==> src/rtl/div_seq.sv <==
// rtl/div_seq.sv - multi-cycle 32-bit restoring divider for DIV/DIVU
module div_seq (
  input  logic        clk,
  input  logic        rst,
  input  logic        signed_div_i,
  input  logic [31:0] opdata1_i,
  input  logic [31:0] opdata2_i,
  input  logic        start_i,
  input  logic        annul_i,
  output logic [63:0] result_o,
  output logic        ready_o
);

  typedef enum logic [1:0] {
    FREE   = 2'd0,
    BYZERO = 2'd1,
    ON     = 2'd2,
    END    = 2'd3
  } state_t;

  state_t      state, state_n;
  logic [5:0]  cnt, cnt_n;
  logic [64:0] work, work_n;
  logic [31:0] divisor, divisor_n;
  logic        sign_a, sign_a_n;
  logic        sign_b, sign_b_n;
  logic        is_signed, is_signed_n;
  logic [63:0] result_n;
  logic        ready_n;

  // Combinational helpers: operand magnitudes, trial subtraction, sign fix-up.
  logic [31:0] dividend_abs;
  logic [31:0] divisor_abs;
  logic [32:0] trial;
  logic [31:0] quot_raw;
  logic [31:0] rem_raw;
  logic [31:0] quot_fix;
  logic [31:0] rem_fix;

  // Operand conditioning and final sign correction; abs(0x80000000) stays 2^31.
  always_comb begin
    dividend_abs = (signed_div_i && opdata1_i[31]) ? (32'd0 - opdata1_i) : opdata1_i;
    divisor_abs  = (signed_div_i && opdata2_i[31]) ? (32'd0 - opdata2_i) : opdata2_i;
    trial        = {1'b0, work[63:32]} - {1'b0, divisor};
    quot_raw     = work[31:0];
    rem_raw      = work[64:33];
    quot_fix     = (is_signed && (sign_a ^ sign_b)) ? (32'd0 - quot_raw) : quot_raw;
    rem_fix      = (is_signed && sign_a) ? (32'd0 - rem_raw) : rem_raw;
  end

  // Next-state and next-output logic for the division sequencer.
  always_comb begin
    state_n     = state;
    cnt_n       = cnt;
    work_n      = work;
    divisor_n   = divisor;
    sign_a_n    = sign_a;
    sign_b_n    = sign_b;
    is_signed_n = is_signed;
    result_n    = result_o;
    ready_n     = ready_o;
    case (state)
      FREE: begin
        ready_n  = 1'b0;
        result_n = 64'd0;
        if (start_i && !annul_i) begin
          if (opdata2_i == 32'd0) begin
            state_n = BYZERO;
          end else begin
            state_n     = ON;
            cnt_n       = 6'd0;
            work_n      = {32'd0, dividend_abs, 1'b0};
            divisor_n   = divisor_abs;
            sign_a_n    = opdata1_i[31];
            sign_b_n    = opdata2_i[31];
            is_signed_n = signed_div_i;
          end
        end
      end
      BYZERO: begin
        state_n  = END;
        result_n = 64'd0;
        ready_n  = 1'b1;
      end
      ON: begin
        if (annul_i) begin
          state_n  = FREE;
          ready_n  = 1'b0;
          result_n = 64'd0;
        end else if (cnt != 6'd32) begin
          if (trial[32]) begin
            work_n = {work[63:0], 1'b0};
          end else begin
            work_n = {trial[31:0], work[31:0], 1'b1};
          end
          cnt_n = cnt + 6'd1;
        end else begin
          state_n  = END;
          result_n = {rem_fix, quot_fix};
          ready_n  = 1'b1;
        end
      end
      END: begin
        if (!start_i || annul_i) begin
          state_n  = FREE;
          ready_n  = 1'b0;
          result_n = 64'd0;
        end
      end
      default: begin
        state_n  = FREE;
        ready_n  = 1'b0;
        result_n = 64'd0;
      end
    endcase
  end

  // State, datapath and registered outputs; async reset clears everything.
  always_ff @(posedge clk or posedge rst) begin
    if (rst) begin
      state     <= FREE;
      cnt       <= 6'd0;
      work      <= 65'd0;
      divisor   <= 32'd0;
      sign_a    <= 1'b0;
      sign_b    <= 1'b0;
      is_signed <= 1'b0;
      result_o  <= 64'd0;
      ready_o   <= 1'b0;
    end else begin
      state     <= state_n;
      cnt       <= cnt_n;
      work      <= work_n;
      divisor   <= divisor_n;
      sign_a    <= sign_a_n;
      sign_b    <= sign_b_n;
      is_signed <= is_signed_n;
      result_o  <= result_n;
      ready_o   <= ready_n;
    end
  end

endmodule

==> config.mk <==
export PLATFORM = sky130hd
export DESIGN_NAME = div_seq
export DESIGN_NICKNAME = d
export VERILOG_FILES = /design/src/rtl/div_seq.sv
export SDC_FILE = /design/constraint.sdc
export NUM_CORES = 1
export LEC_CHECK = 0
export CAP_MARGIN = 25
export CORE_MARGIN = 3
export CORE_UTILIZATION = 30
export CTS_CLUSTER_SIZE = 30
export DETAILED_ROUTE_END_ITERATION = 8
export HOLD_SLACK_MARGIN = 0.12
export SLEW_MARGIN = 25
export SYNTH_ARGS = -nofsm -noshare
export SYNTH_HDL_FRONTEND = slang
export SYNTH_SLANG_ARGS = --single-unit
==> constraint.sdc <==
create_clock -name clk -period 11.4 [get_ports clk]
set_input_delay 2.28 -clock clk [delete_from_list [all_inputs] [get_ports clk]]
set_output_delay 2.28 -clock clk [all_outputs]
set_load 0.02 [all_outputs]
==> After elaboration in Yosys (flattened, before gate mapping) <==
Cells that the tools add are included.
{ "op_classes": {"addsub": 6, "n_eq_ne": 10, "mux": 29, "bitwise_logic": 2, "n_reduce_logical": 16} }
{ "op_table": {"columns": ["cell", "n"], "rows": [
  ["$mux W65", 5],
  ["$mux W64", 3],
  ["$pmux W64 S3", 1],
  ["$pmux W65 S2", 1],
  ["$mux W32", 4],
  ["$sub A1 B32 Y32 const A", 4],
  ["$sub A32 B32 Y33", 1],
  ["$logic_not A32 Y1", 1],
  ["$mux W6", 4],
  ["$pmux W6 S2", 1],
  ["$mux W2", 5],
  ["$ne A2 B2 Y1 const B", 5],
  ["$pmux W2 S4", 1],
  ["$add A6 B1 Y6 const B", 1],
  ["$ne A6 B6 Y1 const B", 1],
  ["$reduce_and A3 Y1", 2],
  ["$logic_and A1 B1 Y1", 5],
  ["$reduce_and A5 Y1", 1],
  ["$eq A2 B2 Y1 const B", 2],
  ["$pmux W1 S4", 1],
  ["$mux W1", 3],
  ["$ne A3 B3 Y1 const B", 1],
  ["$eq A2 B1 Y1 const B", 1],
  ["$logic_not A1 Y1", 2],
  ["other kinds (7)", 7]
]} }
{ "totals": {"register_bits": 173, "inputBits": 69, "wordCells": 72} }

==> Logic depth before layout (Yosys ltp) <==
Gate-level depths: netlist of run 1.
{ "logic_depth": {"depth_word": 6, "depth_mapped": 13} }

==> Worst setup path after synthesis of run 1 <==
OpenSTA, ideal clock, no wires.
{ "synth_path": {"kind": "input-to-reg", "start": "input port opdata1_i[9]", "end": "register work[30]", "setup_time_ps": 126, "t_arrival_ps": 4451, "setup_slack_ps": 6823, "path_stages": 8, "path_cell_list": "or4_1 > or3_4 > nor4_4 > nand2_1 > or3_1 > o31ai_2 > xnor2_1 > a221o_1"} }
{ "synth_via": {"elab_chain_cells": 5} }
{ "synth_rtl": {"columns": ["item", "line", "text"], "rows": [
  ["from (decl)", "6", "input logic [31:0] opdata1_i,"],
  ["$sub A1 B32 Y32", "42", "dividend_abs = (signed_div_i && opdata1_i[31]) ? (32'd0 - opdata1_i) : opdata1_i;"],
  ["$mux W32", "42", null],
  ["$mux W65", "67", "if (opdata2_i == 32'd0) begin"],
  ["$mux W65", "66", "if (start_i && !annul_i) begin"],
  ["$pmux W65 S2", "62", "case (state)"],
  ["to (signal assigned)", "133", "work <= work_n;"],
  ["to (decl)", "23", "logic [64:0] work, work_n;"]
]} }
No other way between the ends. The select of a mux whose other input is x is not followed.
A chain may end at the register's enable or synchronous reset.

==> Worst setup path in the final report of run 1 <==
{ "layout_path": {"start": "input port opdata2_i[6]", "end": "register work[30]"} }
{ "layout_via": {"elab_chain_cells": 3} }
{ "layout_rtl": {"columns": ["item", "line", "text"], "rows": [
  ["from (decl)", "7", "input logic [31:0] opdata2_i,"],
  ["$logic_not A32 Y1", "67", null],
  ["$ne A2 B2 Y1 (no line)", null, null],
  ["$reduce_and A5 Y1 (no line)", null, null]
]} }
No other way between the ends.

==> flow_summary.yaml, run 1 <==
sta:
  finalMaxSlewViolations: 0
  timing_hold_violations_final: 0
  setup_total_negative_slack_ns: 0
  slew-limit-headroom_pct: 32.1
  finalCritPeriodShare_pct: 50.7
  skew_ns: 0.0119
  rsz0062_at_grt: "false"
  worst_setup_slack_after_layout_ns: 5.62
  tightestPinTransition_ns: 1.02
  fmax_ghz: 0.173
  report.final.setup_viol: 0
  finalWorstPathRequiredPeriod_ns: 5.78
synth:
  synth_edf_count: 0
  dominantRegCellSynth: "sky130_fd_sc_hd__dfrtp_1"
  yosys.area.top_type: "sky130_fd_sc_hd__dfrtp_1"
  synth_cells: 1392
  yosysUniqueCellTypes: 67
  synth_area_per_cell_sq_um: 8.21
  async_reset_ff_share_pct: 100
  ys_seq_elements: 173
  cell_with_the_most_instances_after_synthesis: "sky130_fd_sc_hd__nand2_1"
  portion_of_synthesized_cell_area_occupied_by_the_leading_cell_type_pct: 37.9
  synth_warnings: 0
  synth_common_cells: "215 x sky130_fd_sc_hd__nand2_1, 198 x sky130_fd_sc_hd__o21ai_0, 173 x sky130_fd_sc_hd__dfrtp_1, 129 x sky130_fd_sc_hd__a21oi_1, 105 x sky130_fd_sc_hd__nor2_1"
  synthesized_area_sq_um: 11400
  syn-num-nets: 1505
  synthTopCellsByArea: "sky130_fd_sc_hd__dfrtp_1 38%, sky130_fd_sc_hd__o21ai_0 8.7%, sky130_fd_sc_hd__nand2_1 7.1%, sky130_fd_sc_hd__xnor2_1 5.7%, sky130_fd_sc_hd__a21oi_1 5.6%"
  synth_seq_area_share_pct: 37.9
hold_path:
  min_from: "result_o[57]"
  hold_crit_class: "reg -> reg"
  min_path_cells: 2
  holdPathEnd: "result_o[57]"
clock_network:
  cts_tree: "done"
  numCtsBuffers: 17
  clk_path_buf_depth: 2
  postCtsHoldBufs: 0
  cts_root_cell: "sky130_fd_sc_hd__clkbuf_16"
  cts.reportedPaths.clkPinSlew_ns: 0.07
  clock_sink_count: 173
  clock_latency_of_the_later_clocked_register_in_the_worst_skew_pair_ns: 0.44
  cts_resized: 0
  htreeDepth: 4
  cts.repair_timing.setup_buffer_count: 0
outcome:
  outcome: "finished, final reports clean"
place:
  placedCellCount: 1969
  place_ws_ns: 5.26
  gp_routability_congestion: 0.856
  dpl-instance-area_sq_um: 13200
  buffer_ports.inserted: 133
  detailedPlacementHpwl_microns: 23700
floorplan:
  fp.coreArea_sq_um: 37000
  core.rowCount: 70
  initial_utilization_pct: 30.9
  dieWidth_microns: 201
  die_h_microns: 201
  fp.dieArea_sq_um: 40500
  design.portCount: 134
pwr:
  p_comb_share_pct: 57.4
  p_int_mw: 2.05
  ir_drop_uv: 176
  seq_power_share_pct: 27.9
  p_total_mw: 3.92
  power.clock.fraction_pct: 14.7
  static-leakage-power_nw: 5.64
  power_switching_share_pct: 47.6
  netSwitchingPower_mw: 1.87
  power_per_cell_area_nw_per_um2: 285
drt:
  wl_microns: 31300
  drt_drc_violations_left: 0
  wl_per_cell_microns: 15.6
  drt_pre_antenna_iters: 5
  drt_iter0_markers: 680
  via_per_inst: 4.98
  ant_nets: 0
  vias: 9966
global_route:
  grt.total_usage_pct: 15.3
  grt_start_max_net_pins: 107
  first_global_vias: 9570
  grt_first_pass_wirelength_microns: 51000
  number_of_antenna_violations_at_the_first_check_in_global_routing: 1
  grt-ovfl-total: 0
worst_setup_path:
  worstSetupPathType: "in -> reg"
  crit-reg2reg-launch: "work[37]"
  r2r.worst_path.cells: 11
  ff2ff_setup_slack_ns: 7.48
  worstPathArrival_ns: 6.09
  reg2reg_to: "work[60]"
  sort_of_element_at_the_end_of_the_critical_path: "register"
  critPathMaxFanout: 106
  critical_path_required_ns: 11.72
  timing.critical_path.from_type: "input port"
final_layout:
  fillers: 3789
  layout.cells.non_filler: 2002
  post_route_cells_drive_above_1_share_pct: 4.34
  finalInstanceArea_sq_um: 13800
  num-nets-final: 1597
  area_growth_syn_to_layout_pct: 20.4
flow_run:
  drv_cap: 0
flip-flops by register name (all words and copies together) (netlist names):
signal and cells:
sign_a 1, sign_b 1, cnt 6, result_o 64, is_signed 1, state 2
divisor 32, ready_o 1, work 65
layout by cell type (no fill, tap or decap), types with 35 or more instances in the layout:
| master | netlist | layout |
|---|---|---|
| sky130_fd_sc_hd__a21oi_1 | 129 | 129 |
| sky130_fd_sc_hd__nand2_1 | 215 | 214 |
| sky130_fd_sc_hd__dfrtp_1 | 173 | 173 |
| sky130_fd_sc_hd__xor2_1 | 66 | 66 |
| sky130_fd_sc_hd__xnor2_1 | 75 | 75 |
| sky130_fd_sc_hd__nor2_1 | 105 | 105 |
| sky130_fd_sc_hd__inv_1 | 63 | 62 |
| sky130_fd_sc_hd__clkdlybuf4s50_1 | 0 | 133 |
| sky130_fd_sc_hd__ha_1 | 43 | 42 |
| sky130_fd_sc_hd__o31ai_1 | 35 | 35 |
| sky130_fd_sc_hd__o21ai_0 | 198 | 198 |
cells by family (layout without fill, tap and decap cells):
| family | count (synthesis) | count (layout) | synth area share [%] |
|---|---|---|---|
| muxes | 23 | 23 | 2.05 |
| xor gates and xnor gates | 141 | 141 | 10.8 |
| DFF | 173 | 173 | 37.9 |
| other | 0 | 1 | 0 |
| buffers and inverters | 130 | 235 | 4.70 |
| and+or+nand+nor | 444 | 444 | 17.8 |
| adders and majority gates | 44 | 44 | 4.88 |
| AOI/OAI and AO/OA | 437 | 437 | 21.9 |
per-layer routing:
layer | global-route usage [%] | vias up | share of wire [%]
met3 | 2.14 | 24 | 2.7
met4 | 4.11 | 0 | 1.2
met2 | 23.3 | 165 | 44
met1 | 22.6 | 4730 | 52
li1 | - | 5047 | -
met5 | 0 | - | 0
how the worst max path moves through the flow:
stage / depth (start not counted) / slack (ns) / end / startpoint
2_1_floorplan: 1 / 4.43 / cnt[0] / rst
3_3_place_gp: 10 / 5.33 / work[30] / opdata2_i[6]
3_5_place_dp: 10 / 5.26 / work[30] / opdata2_i[6]
4_1_cts: 10 / 5.72 / work[30] / opdata2_i[6]
5_1_grt: 10 / 5.43 / work[30] / opdata2_i[6]
6_report: 10 / 5.62 / work[30] / opdata2_i[6]
layout make-up:
type	instances	area (sq um)	share of cell area, %
diodes	1	2.50	0.0182
clock buffers	21	470	3.42
clock inverters	11	108	0.782
inverters	63	241	1.76
multi-input cells	1089	6590	47.9
flip-flops and latches	173	4330	31.5
well taps	504	631	4.58
repair buffers	140	1390	10.1
worst max-delay path, cell delays in order:
cell	delay, ns
sky130_fd_sc_hd__clkdlybuf4s50_1	0.49
sky130_fd_sc_hd__or4_1	0.62
sky130_fd_sc_hd__or4_1	0.48
sky130_fd_sc_hd__nor2_1	0.36
sky130_fd_sc_hd__nand3_1	0.24
sky130_fd_sc_hd__nand2_1	0.15
sky130_fd_sc_hd__a21o_2	0.13
sky130_fd_sc_hd__buf_4	0.69
sky130_fd_sc_hd__nor2_1	0.17
sky130_fd_sc_hd__a221o_1	0.36
metrics by stage:
| stage | utilization [%] | hold slack [ns] |
|---|---|---|
| 2_1_floorplan | - | 0.450 |
| 3_3_place_gp | 35.6 | 0.461 |
| 3_5_place_dp | 35.6 | 0.467 |
| 4_1_cts | 37.1 | 0.482 |
| 5_1_grt | 37.1 | 0.499 |
| 6_report | 37.1 | 0.474 |
power groups by stage:
stage                     Clock [mW]  Combinational, mW  Sequential, mW
after global routing           0.616               2.52            1.13
after detailed placement           0               2.25            1.10
final                          0.575               2.25            1.09
after global placement             0               2.22            1.09
after floorplan                    0               1.66            1.08
after CTS                      0.591               2.26            1.09
Note: power is estimated with default switching activity, not from simulation.
==> run 2: changes to the inputs <==
==> constraint.sdc (replaced) <==
create_clock -name clk -period 5.65 [get_ports clk]
set_input_delay 1.13 -clock clk [delete_from_list [all_inputs] [get_ports clk]]
set_output_delay 1.13 -clock clk [all_outputs]
set_load 0.02 [all_outputs]
==> run 2 against run 1 <==
Design area rose by 0.60%. Non-clock buffer count rose by 2. Global-route usage is 0.10 points higher. Core utilization grew 0.22 points. Worst setup slack got worse by 4.3 ns. First-iteration DRC count decreased by 0.29%. Register-to-register slack worse by 5.7 ns. Critical path depth unchanged.
==> flow_summary.yaml, run 2 (synthesis gave the netlist of run 1 again) <==
outcome:
  outcome: "finished, final reports clean"
worst_setup_path:
  worstPathArrival_ns: 4.60
  timing.critical_path.from_type: "input port"
  sort_of_element_at_the_end_of_the_critical_path: "register"
  critical_path_required_ns: 5.93
  r2r.worst_path.cells: 12
  worstSetupPathType: "in -> reg"
  critPathMaxFanout: 27
clock_network:
  cts_root_cell: "sky130_fd_sc_hd__clkbuf_16"
  cts.repair_timing.setup_buffer_count: 0
  clock_latency_of_the_later_clocked_register_in_the_worst_skew_pair_ns: 0.44
  htreeDepth: 4
  clock_sink_count: 173
  postCtsHoldBufs: 0
  clk_path_buf_depth: 2
  cts_tree: "done"
  cts_resized: 0
  cts.reportedPaths.clkPinSlew_ns: 0.07
  numCtsBuffers: 17
floorplan:
  design.portCount: 134
  fp.coreArea_sq_um: 37000
  die_h_microns: 201
  fp.dieArea_sq_um: 40500
  dieWidth_microns: 201
  initial_utilization_pct: 30.9
  core.rowCount: 70
place:
  gp_routability_congestion: 0.832
  buffer_ports.inserted: 133
  detailedPlacementHpwl_microns: 23900
drt:
  wl_microns: 31300
  ant_nets: 0
  drt_drc_violations_left: 0
  vias: 9910
  wl_per_cell_microns: 15.6
  via_per_inst: 4.94
  drt_pre_antenna_iters: 6
  drt_iter0_markers: 678
pwr:
  static-leakage-power_nw: 5.68
  power.clock.fraction_pct: 15.7
  seq_power_share_pct: 27.5
  p_int_mw: 4.24
  netSwitchingPower_mw: 3.78
  ir_drop_uv: 329
  power_per_cell_area_nw_per_um2: 579
  power_switching_share_pct: 47.1
  p_total_mw: 8.02
  p_comb_share_pct: 56.8
hold_path:
  hold_crit_class: "reg -> reg"
  min_path_cells: 2
global_route:
  global_route.usage.met2_pct: 24.2
  grt-ovfl-total: 0
  use_met1_pct: 22.0
  grt_first_pass_wirelength_microns: 51200
  grt_start_max_net_pins: 141
  number_of_antenna_violations_at_the_first_check_in_global_routing: 2
  gr_busiest_metal: "met2"
  first_global_vias: 9645
  met3_usage_pct: 2.39
  grt.total_usage_pct: 15.4
final_layout:
  fillers: 3805
  multiInputGateArea_sq_um: 6590
  area.sequential_sq_um: 4330
  num-nets-final: 1599
  top_regs: "work (65), result_o (64), divisor (32)"
  top_register: "work"
  mostFrequentLayoutCells: "214 x sky130_fd_sc_hd__nand2_1, 198 x sky130_fd_sc_hd__o21ai_0, 173 x sky130_fd_sc_hd__dfrtp_1"
  post_route_cells_drive_above_1_share_pct: 4.54
  largest_reg_flops: 65
  area_growth_syn_to_layout_pct: 21.1
  layout_commonest_cell: "sky130_fd_sc_hd__nand2_1"
sta:
  skew_ns: 0.0106
  setup_total_negative_slack_ns: 0
  slew-limit-headroom_pct: 39.0
  finalWorstPathRequiredPeriod_ns: 4.32
  report.final.setup_viol: 0
  fmax_ghz: 0.232
  finalCritPeriodShare_pct: 76.4
  rsz0062_at_grt: "false"
  timing_hold_violations_final: 0
  tightestPinTransition_ns: 0.912
  finalMaxSlewViolations: 0
flow_run:
  drv_cap: 0
==> run 2: changes by cell type in the layout (fill, tap and decap cells not counted), moves of 2 or more <==
| cell | before | now |
|---|---|---|
| sky130_fd_sc_hd__buf_12 | 0 | 2 |
| sky130_fd_sc_hd__clkbuf_8 | 3 | 1 |
| sky130_fd_sc_hd__bufinv_16 | 1 | 3 |
| sky130_fd_sc_hd__clkinvlp_4 | 5 | 3 |
==> run 2: layer usage <==
layer  part of all wire (%)  routed length (microns)
met1                     50                    15700
met2                     45                    14000
met3                    3.6                     1130
met4                    1.4                      430
met5                      0                        0
==> run 2: area by class of cell <==
cell class / instances / share of cell area (%)
clock inverters: 14 / 1.32
multi-input cells: 1089 / 47.6
well taps: 504 / 4.56
inverters: 63 / 1.74
clock buffers: 18 / 3.17
repair buffers: 142 / 10.3
flip-flops and latches: 173 / 31.3
diodes: 2 / 0.0362
==> run 2: per-stage QoR <==
step	instances	setup WS, ns	utilization [%]	instance area (sq um)	hold WS [ns]
floorplan	1392	2.22	-	11400	0.450
detailed placement	1971	0.839	35.7	13200	0.468
CTS	2003	1.30	37.3	13800	0.484
global placement	1971	0.942	35.7	13200	0.458
finish	2005	1.33	37.4	13800	0.479
global route	2005	1.09	37.4	13800	0.506
==> run 2: final timing paths <==
| kind | startpoint | to | slack (ns) |
|---|---|---|---|
| min reg2reg | result_o[44] | result_o[44] | 0.48 |
| min in group asynchronous | rst | result_o[9] | 1.18 |
| max | opdata2_i[6] | work[44] | 1.33 |
| min | result_o[44] | result_o[44] | 0.48 |
| max reg2reg | work[32] | work[44] | 1.74 |
| max in group asynchronous | rst | work[46] | 3.27 |
==> run 2: power groups by stage <==
stage | Clock, mW | Combinational (mW) | Sequential (mW)
finish | 1.26 | 4.55 | 2.21
detailed placement | 0 | 4.53 | 2.23
CTS | 1.29 | 4.55 | 2.21
global route | 1.34 | 5.10 | 2.28
floorplan | 0 | 3.35 | 2.18
global placement | 0 | 4.47 | 2.21
==> run 2: worst max-delay path, cell delays in order <==
cell and delay (ns):
sky130_fd_sc_hd__clkdlybuf4s50_1 0.49, sky130_fd_sc_hd__or4_1 0.61, sky130_fd_sc_hd__or4_1 0.47, sky130_fd_sc_hd__nor2_1 0.33, sky130_fd_sc_hd__nand3_1 0.30, sky130_fd_sc_hd__nand2_1 0.17, sky130_fd_sc_hd__a21oi_1 0.08, sky130_fd_sc_hd__buf_4 0.20
sky130_fd_sc_hd__nand2_1 0.58, sky130_fd_sc_hd__o21ai_0 0.22
==> run 3: changes to the inputs <==
==> constraint.sdc (replaced) <==
create_clock -name clk -period 3.65 [get_ports clk]
set_input_delay 0.73 -clock clk [delete_from_list [all_inputs] [get_ports clk]]
set_output_delay 0.73 -clock clk [all_outputs]
set_load 0.02 [all_outputs]
==> run 3 against run 2 <==
Power up 59%. Non-clock buffer count up 47. Clock-buffer cell count up 2. Critical endpoint unchanged. Largest cell class unchanged.
==> flow_summary.yaml, run 3 (synthesis gave the netlist of run 1 again) <==
clock_network:
  clk_path_buf_depth: 2
  clock_latency_of_the_later_clocked_register_in_the_worst_skew_pair_ns: 0.43
  numCtsBuffers: 17
  clock_sink_count: 173
  cts.reportedPaths.clkPinSlew_ns: 0.07
  htreeDepth: 4
  cts_root_cell: "sky130_fd_sc_hd__clkbuf_16"
  postCtsHoldBufs: 0
  cts_tree: "done"
sta:
  timing.hold.ws_ns: 0.474
  rsz0062_at_grt: "true"
  report.final.setup_viol: 0
  skew_ns: 0.0129
  tightestPinTransition_ns: 0.806
  finalMaxSlewViolations: 0
  fmax_ghz: 0.289
  finalWorstPathRequiredPeriod_ns: 3.46
  timing_hold_violations_final: 0
  finalCritPeriodShare_pct: 94.8
  slew-limit-headroom_pct: 46.2
worst_setup_path:
  critPathMaxFanout: 20
  critical_path_required_ns: 3.96
  timing.critical_path.from_type: "register"
  timing.critical_path.cells: "inv_1 > ha_1 > fa_1 > nand2b_1 > a21o_1 > a21oi_1 > a2111oi_0 > buf_4 > o311a_1 > o21ai_4 > buf_6 > mux2i_1 > o21ai_0"
  cp_slowest_stage_delay_ns: 0.45
  worst_setup_path_startpoint: "work[32]"
  worstPathArrival_ns: 3.77
  crit-reg2reg-launch: "work[32]"
  cell_with_the_largest_stage_delay_on_the_worst_path: "sky130_fd_sc_hd__o311a_1"
  sort_of_element_at_the_end_of_the_critical_path: "register"
  worstSetupPathType: "reg -> reg"
global_route:
  grt.total_usage_pct: 15.5
  first_global_vias: 9776
  grt_first_pass_wirelength_microns: 51900
  grt_start_max_net_pins: 67
  number_of_antenna_violations_at_the_first_check_in_global_routing: 0
  grt-ovfl-total: 0
floorplan:
  fp.dieArea_sq_um: 40500
  core.rowCount: 70
  die_h_microns: 201
  design.portCount: 134
  initial_utilization_pct: 30.9
  dieWidth_microns: 201
  fp.coreArea_sq_um: 37000
hold_path:
  hold_crit_class: "reg -> reg"
  min_from: "result_o[33]"
flow_run:
  drv_cap: 0
final_layout:
  layout_commonest_cell: "sky130_fd_sc_hd__nand2_1"
  fillers: 3773
  mostFrequentLayoutCells: "215 x sky130_fd_sc_hd__nand2_1, 198 x sky130_fd_sc_hd__o21ai_0, 173 x sky130_fd_sc_hd__dfrtp_1"
  top_regs: "work (65), result_o (64), divisor (32)"
  antennaDiodeCount: 0
  num-nets-final: 1647
  finalInstanceArea_sq_um: 14300
  top_register: "work"
  largest_reg_flops: 65
  post_route_cells_drive_above_1_share_pct: 7.31
  area_growth_syn_to_layout_pct: 24.7
drt:
  wl_per_cell_microns: 15.6
  via_per_inst: 4.96
  wl_microns: 31900
  drt_pre_antenna_iters: 5
  drt_drc_violations_left: 0
  ant_nets: 0
  vias: 10200
  drt_iter0_markers: 564
pwr:
  p_total_mw: 12.8
  static-leakage-power_nw: 5.94
  power_per_cell_area_nw_per_um2: 895
  ir_drop_uv: 526
outcome:
  outcome: "finished, final reports clean"
place:
  gp_routability_congestion: 0.837
  detailedPlacementHpwl_microns: 24800
  buffer_ports.inserted: 133
  dpl-instance-area_sq_um: 13600
## run 3: changes by cell type in the layout (fill, tap and decap cells not counted), moves of 2 or more
| cell | previous run | this run |
|---|---|---|
| sky130_fd_sc_hd__diode_2 | 2 | 0 |
| sky130_fd_sc_hd__buf_6 | 0 | 2 |
| sky130_fd_sc_hd__buf_4 | 7 | 47 |
| sky130_fd_sc_hd__buf_12 | 2 | 7 |
## run 3: repair_timing
action                                  CTS  global route
endpoints found under the setup margin    0            25
endpoints found under the hold margin     0             0
resized for setup                         0             2
buffers inserted                          0             3
## run 3: critical path, delay by kind of cell (launching register included)
family / cells / cell delay, ns
DFF: 1 / 0.43
adders and majority gates: 2 / 0.58
AOI/OAI and AO/OA: 6 / 1.38
and+or+nand+nor: 1 / 0.20
muxes: 1 / 0.21
buffers and inverters: 3 / 0.51
## run 3: worst paths after layout
check                                     to  slack [ns]  cells after the start
worst min register to register  result_o[33]        0.47                      2
worst min-delay path            result_o[33]        0.47                      2
worst max-delay path                work[44]        0.19                     13
min in group asynchronous             sign_b        0.79                      2
max in group asynchronous           work[13]        2.03                      3
worst max register to register      work[44]        0.19                     13
## run 3: cell type report
type                            instances  area [sq um]  area share, %
Multi-Input combinational cell       1090          6590           46.3
Clock buffer                           20           457           3.20
Inverter                               63           240           1.69
Clock inverter                         11           155           1.09
Tap cell                              504           631           4.42
Sequential cell                       173          4330           30.4
Timing Repair Buffer                  189          1850           13.0
## run 3: per-layer routing
metal,GRT usage [%],part of all wire [%],up-vias
li1,-,-,5143
met1,22.6,50,4802
met2,24.5,45,196
met3,1.97,3.6,23
met4,3.44,1.1,0
met5,0,0,-
## run 3: per-stage QoR
stage / util (%) / setup TNS, ns / std cells / setup WS, ns
2_1_floorplan: - / 0 / 1392 / 0.623
4_1_cts: 38.4 / 0 / 2046 / 0.0863
3_5_place_dp: 36.7 / 0 / 2015 / 0.0270
6_report: 38.5 / 0 / 2050 / 0.189
3_3_place_gp: 36.7 / 0 / 2015 / 0.0610
5_1_grt: 38.5 / -0.0315 / 2050 / -0.0155
## run 3: power by group
part | total, mW | switching (mW) | leakage (nW) | internal [mW]
clock network | 1.92 | 0.801 | 0.298 | 1.12
logic | 7.47 | 4.37 | 3.37 | 3.10
registers | 3.36 | 0.761 | 2.27 | 2.60
